### config.mk
export PLATFORM = sky130hd
export DESIGN_NAME = mem_phase_port
export DESIGN_NICKNAME = d
export VERILOG_FILES = /design/src/rtl/mem_phase_port_pkg.sv /design/src/rtl/mem_phase_port_wait_timer.sv /design/src/rtl/mem_phase_port.sv
export SDC_FILE = /design/constraint.sdc
export NUM_CORES = 1
export LEC_CHECK = 0
export CORE_MARGIN = 3
export CORE_UTILIZATION = 49
export DETAILED_ROUTE_END_ITERATION = 8
export PLACE_DENSITY = 0.95
export SLEW_MARGIN = 25
export SYNTH_ARGS = -nofsm -noshare
export SYNTH_HDL_FRONTEND = slang
export SYNTH_SLANG_ARGS = --single-unit
### constraint.sdc
create_clock -name clk -period 3.05 [get_ports clk]
set_input_delay 0.4575 -clock clk [delete_from_list [all_inputs] [get_ports clk]]
set_output_delay 0.4575 -clock clk [all_outputs]
set_load 0.01 [all_outputs]
### src/rtl/mem_phase_port_pkg.sv
// Shared types and constants for the two-phase memory port.
package mem_phase_port_pkg;

    typedef enum logic [1:0] {
        IDLE       = 2'd0,
        FETCH_WAIT = 2'd1,
        DATA_WAIT  = 2'd2
    } mport_state_t;

    // Instruction word loaded into ir on reset or an aborted fetch.
    localparam int unsigned NOP = 0;

endpackage

### src/rtl/mem_phase_port_wait_timer.sv
// Wait-state counter: cleared while idle, counts wait cycles, flags the last allowed one.
module wait_timer #(
    parameter int TIMEOUT = 15
) (
    input  logic clk,
    input  logic rst,
    input  logic clr,
    input  logic en,
    output logic expire
);

    localparam logic [7:0] LAST = 8'(TIMEOUT - 1);

    logic [7:0] count;

    // Saturates so a stuck enable can never wrap back to an early expire.
    always_ff @(posedge clk or negedge rst) begin
        if (!rst) begin
            count <= '0;
        end else if (clr) begin
            count <= '0;
        end else if (en && count != 8'hFF) begin
            count <= count + 8'd1;
        end
    end

    assign expire = en & (count == LAST);

endmodule

### src/rtl/mem_phase_port.sv
// Memory-side responder for the two-phase sequencer: one req/ack access per INSTR or DATA phase.
module mem_phase_port
    import mem_phase_port_pkg::*;
#(
    parameter int ADDR_W  = 16,
    parameter int DATA_W  = 32,
    parameter int TIMEOUT = 15
) (
    input  logic              clk,
    input  logic              rst,
    input  logic              instr_phase,
    input  logic [ADDR_W-1:0] pc,
    input  logic              dreq,
    input  logic              dwe,
    input  logic [ADDR_W-1:0] daddr,
    input  logic [DATA_W-1:0] dwdata,
    output logic [DATA_W-1:0] ir,
    output logic [DATA_W-1:0] rdata,
    output logic              stall,
    output logic              err,
    output logic              mem_req,
    output logic              mem_we,
    output logic [ADDR_W-1:0] mem_addr,
    output logic [DATA_W-1:0] mem_wdata,
    input  logic              mem_ack,
    input  logic [DATA_W-1:0] mem_rdata
);

    localparam logic [DATA_W-1:0] NOP_WORD = DATA_W'(NOP);

    mport_state_t state;
    mport_state_t state_next;
    logic         timer_hit;
    logic         expire;

    wait_timer #(
        .TIMEOUT (TIMEOUT)
    ) u_wait_timer (
        .clk    (clk),
        .rst    (rst),
        .clr    (state == IDLE),
        .en     (state != IDLE),
        .expire (timer_hit)
    );

    // An ack arriving on the final wait cycle takes priority over the abort.
    always_comb begin
        state_next = state;
        stall      = 1'b0;
        expire     = 1'b0;
        case (state)
            IDLE: begin
                stall = instr_phase | dreq;
                if (instr_phase) begin
                    state_next = FETCH_WAIT;
                end else if (dreq) begin
                    state_next = DATA_WAIT;
                end
            end
            FETCH_WAIT, DATA_WAIT: begin
                expire = timer_hit & ~mem_ack;
                stall  = ~mem_ack & ~expire;
                if (mem_ack || expire) begin
                    state_next = IDLE;
                end
            end
            default: state_next = IDLE;
        endcase
    end

    always_ff @(posedge clk or negedge rst) begin
        if (!rst) begin
            state     <= IDLE;
            ir        <= NOP_WORD;
            rdata     <= '0;
            err       <= 1'b0;
            mem_req   <= 1'b0;
            mem_we    <= 1'b0;
            mem_addr  <= '0;
            mem_wdata <= '0;
        end else begin
            state <= state_next;
            case (state)
                IDLE: begin
                    if (instr_phase) begin
                        mem_req  <= 1'b1;
                        mem_we   <= 1'b0;
                        mem_addr <= pc;
                    end else if (dreq) begin
                        mem_req   <= 1'b1;
                        mem_we    <= dwe;
                        mem_addr  <= daddr;
                        mem_wdata <= dwdata;
                    end
                end
                FETCH_WAIT: begin
                    if (mem_ack) begin
                        ir      <= mem_rdata;
                        mem_req <= 1'b0;
                    end else if (expire) begin
                        ir      <= NOP_WORD;
                        err     <= 1'b1;
                        mem_req <= 1'b0;
                    end
                end
                DATA_WAIT: begin
                    // Stores never touch rdata, whether they complete or abort.
                    if (mem_ack) begin
                        if (!mem_we) begin
                            rdata <= mem_rdata;
                        end
                        mem_req <= 1'b0;
                    end else if (expire) begin
                        if (!mem_we) begin
                            rdata <= '0;
                        end
                        err     <= 1'b1;
                        mem_req <= 1'b0;
                    end
                end
                default: mem_req <= 1'b0;
            endcase
        end
    end

endmodule
=== After elaboration in Yosys (flattened, before gate mapping) ===
Index checks and enable logic that the tools add are counted.

* Logic and storage cells: 64
* Bits in registers: 125
* Output and inout bits: 116
* Input bits: 102

* Bitwise logic cells: 7
* Add/subtract/negate cells: 1
* Equal/unequal tests: 9
* Multiplexer cells: 23
* Reductions and logical operators: 15

{| class="wikitable"
|+ Operators with widths
! operator !! number
|-
| 32-bit 2-to-1 mux || 6
|-
| 16-bit 2-to-1 mux || 2
|-
| 8-bit 2-to-1 mux || 2
|-
| 8-bit by 1-bit adder with 8-bit output, second input constant || 1
|-
| 8-bit by 4-bit == test with 1-bit output, second input constant || 1
|-
| 8-bit inequality test, second input constant || 1
|-
| 2-bit AND reduction || 4
|-
| 2-bit nonzero test || 4
|-
| 1-bit 2-to-1 mux || 7
|-
| 2-bit 2-to-1 mux || 3
|-
| 3-bit AND reduction || 2
|-
| 2-bit inequality test, second input constant || 2
|-
| 1-bit one-hot mux with 2 select lines || 2
|-
| 2-bit one-hot mux with 2 select lines || 1
|-
| 4-bit AND reduction || 1
|-
| 1-bit bitwise AND || 3
|-
| 3-bit by 1-bit inequality test with 1-bit output, second input constant || 1
|-
| 3-bit inequality test, second input constant || 1
|-
| 1-bit inverter || 3
|-
| 2-bit by 1-bit == test with 1-bit output, second input constant || 1
|-
| 2-bit == test, second input constant || 1
|-
| 2-bit logical NOT || 1
|-
| 2-bit by 1-bit inequality test with 1-bit output, second input constant || 1
|-
| 2-bit OR reduction || 1
|-
| 3 further kinds || 3
|}

=== Logic depth before layout (Yosys ltp) ===
* Depth after elaboration: 7
* Gate-level depth with buffers: 7
* Depth with buffers taken out: 5

=== Hierarchy ===
Synthesis repeated with hierarchy kept, for this count alone.

* Cells, all modules: 372
* Area, all modules: 5104.9 µm²

{| class="wikitable"
|+ Modules (own cells, without submodules)
! module !! times used !! area an instance (µm²) !! seq. area each (µm²) !! cells each
|-
| mem_phase_port || 1 || 4581.9 || 2927.8 || 319
|-
| wait_timer || 1 || 523.0 || 200.2 || 53
|}

=== Worst setup path after synthesis ===
No wires, ideal clock.

* Path type: reg-to-output
* Start: register state[0]
* End: output port stall
* Required time: 2592 ps
* Arrival time: 1400 ps
* Buffers on the path: 0
* Stages on the path, launching flop included: 6
* Setup slack: 1192 ps
* Cells stage by stage: dfrtp_1 inv_1 ha_1 and4bb_1 a21o_2 a21oi_1

* Elaborated cells between the ends (all ways): 10
* Those cells by class: eq/ne: 2; mux: 1; bitwise: 4; reduce/logical: 3

{| class="wikitable"
|+ RTL lines
! item !! line !! source
|-
| from (decl) || mem_phase_port.sv:31 || <nowiki>mport_state_t state;</nowiki>
|-
| from (signal assigned) || mem_phase_port.sv:82 || <nowiki>state <= state_next;</nowiki>
|-
| 2-bit logical NOT || -- ||
|-
| net u_wait_timer.clr || mem_phase_port_wait_timer.sv:7 || <nowiki>input logic clr,</nowiki>
|-
| 1-bit one-hot mux with 2 select lines || mem_phase_port.sv:51 || <nowiki>case (state)</nowiki>
|-
| to (decl) || mem_phase_port.sv:19 || <nowiki>output logic stall,</nowiki>
|}

The timed path passes the listed nets, and every way through them passes these cells.

=== Worst setup path in the final report ===
Ends and elaborated chain as after synthesis.

==> reports/results.ini <==
[floorplanning]
die_w_um = 116
die_area_um2 = 13500
start_util = 0.512
core_area_um2 = 11700
num_rows = 39
ios = 218
die_height_um = 116

[synth]
synth_edf_count = 0
avgSynthCellArea_um2 = 10.6
ys_seq_area_frac = 0.524
synth_cell_types = 40
ys_ff_latch = 125
synth.area.mux_share = 0.0890
synth_top_family_by_area = compound AO/OA/AOI/OAI gates
synth_area_leaders = dfrtp_1 52%, o211ai_2 6.3%, mux2_1 6.2%
ys_warn_count = 0
synthAdderAreaFrac = 0.0126
async_flop_share = 1.00
synth_compound_area_frac = 0.176
synth_area_um2 = 5970
ys.flop_type = dfrtp_1
synth-simple-area-share = 0.117
synth_cells = 564
yosys.area.top_type = dfrtp_1
synth_xor_area_frac = 0
postSynthNetCount = 672
synth_top_area_frac = 0.524

[grt]
antenna_found_initial = 0
grt_max_degree = 67
grt_pass1_wl_um = 27600
gr-usage-all-layers = 0.263
grt_overflow = 0
grt_pass1_vias = 5418

[critical_path]
timing.rr.start = state[0]
worst-path-max-fanout = 4
timing.rr.end = ir[1]
critPathKind = reg -> out
worst_setup_path_start_kind = register
critPathArrivalTime_ns = 2.39
reg2reg_depth = 5
reg2reg_slack_ns = 0.90
worstPathRequired_ns = 2.59
end_kind = output port

[route]
firstDrtPassIters = 5
post_drt_wl_per_cell_um = 18.6
dr_total_vias = 5195
drcViolationCount = 0
ant_nets = 0
avgViaCountPerCell = 5.59
finalWirelength_um = 17300
drtIter0Drc = 386

[final_layout]
layout-area-overhead-vs-synth_pct = 47.8
multi_input_comb_area_um2 = 2360
nets = 882
final_layout_size_suffix_gt1_frac = 0.104
antenna_cells = 0
mostFrequentLayoutCell = clkdlybuf4s50_1
nFillCells = 710
fin_cells = 930
final_cell_mix = 215 x clkdlybuf4s50_1, 125 x dfrtp_1, 69 x inv_1
seqCellArea_um2 = 3130
stdcell_area_um2 = 8830

[sta]
fin_setup_tns_ns = 0
drv_slew = 0
holdWs_ns = 0.108
fin_crit_sh = 0.933
rsz0062_at_grt = no
skew_ns = 0.00667
max_freq_mhz = 351
finalSetupViolations = 0
worst_pin_slew_ns = 0.937
max-slew-margin-rel = 0.376
finalCriticalPeriod_ns = 2.85
hold_violations = 0

[place]
place.gp.congestion = 0.883
placedCellCount = 898
placed_cell_area_um2 = 8200
io_buffers = 217
hpwl_um = 12300

[cts]
post-cts-setup-buffers = 0
clock-sinks = 125
cts-resized-gates = 0
holdBufCountCts = 0
cts_buffer_depth = 2
cts_tree = done
htreeDepth = 4
cts_root_buf = clkbuf_16
cts_buffers = 17
clk_latency_ns = 0.41
clk_pin_slew_ns = 0.05

[pwr]
p_leak_nw = 4.10
total_power_mw = 9.07
power_density_nw_per_um2 = 1030
irDropWorstVdd_uv = 632

[run]
drv_cap = 0

[outcome]
status = completed

[hold_path]
min_path_type = in -> async

==> per-layer routing <==
metal  up-vias  share of wire  GRT usage
met5         -              0          0
met4         0          0.022      0.105
met3        34           0.10     0.0990
met2       275           0.50      0.445
met1      2523           0.37      0.303
li1       2363              -          -
==> area by class of cell <==
class                           instances  share of cell area
Sequential cell                       125               0.354
Timing Repair Buffer                  228               0.257
Multi-Input combinational cell        333               0.268
Inverter                               69              0.0293
Clock inverter                         13              0.0193
Clock buffer                           19              0.0513
Tap cell                              143              0.0203
==> per-stage QoR <==
stage                     setup WS (ns)  utilization
after floorplan                    1.19            -
after global placement            0.697        0.703
after detailed placement          0.632        0.703
after CTS                         0.184        0.757
after global routing             0.0623        0.757
final                             0.205        0.757
==> cell families after synthesis <==
logic type | count (synthesis)
buffers and inverters | 106
adders and majority gates | 6
muxes | 49
and+or+nand+nor | 143
AOI/OAI and AO/OA | 135
DFF | 125
==> report_power, final <==
| part | total (mW) | internal (mW) | leakage, nW | switching [mW] |
|---|---|---|---|---|
| Combinational | 3.98 | 2.11 | 2.41 | 1.87 |
| Sequential | 2.97 | 2.41 | 1.39 | 0.565 |
| Clock | 2.11 | 1.40 | 0.308 | 0.712 |
| Total | 9.07 | 5.92 | 4.10 | 3.14 |
==> how the worst max path moves through the flow <==
stage                  start  depth (start not counted)    end
floorplan           state[0]                          5  stall
global placement    state[0]                          6  stall
detailed placement  state[0]                          6  stall
CTS                 state[0]                          6  stall
global route        state[1]                          6  stall
finish              state[0]                          6  stall
==> synth_stat cells, drive strengths merged, types with 3 or more instances <==
library cell and instances:
dfrtp 125, inv 69, nand3 65, nand2 52, o21ai 52, a21o 33, mux2 33, o211ai 33
buf 19, clkbuf 18, mux2i 16, ha 6, nor3 6, nor2 5, a21oi 4, a31oi 4
nand2b 3, nor4b 3
==> critical path: stages, from the launching register on <==
cell and delay, ns:
dfrtp_1 0.40, inv_1 0.14, ha_1 0.19, and4bb_1 0.30
a21o_2 0.27, a21oi_1 0.14, clkdlybuf4s50_1 0.55
==> state kept, by name, indices dropped and copies added (netlist names) <==
name,cells
err,1
state,2
mem_we,1
ir,32
mem_req,1
u_wait_timer.count,8
mem_wdata,32
rdata,32
mem_addr,16
Note: power is estimated with default switching activity, not from simulation.
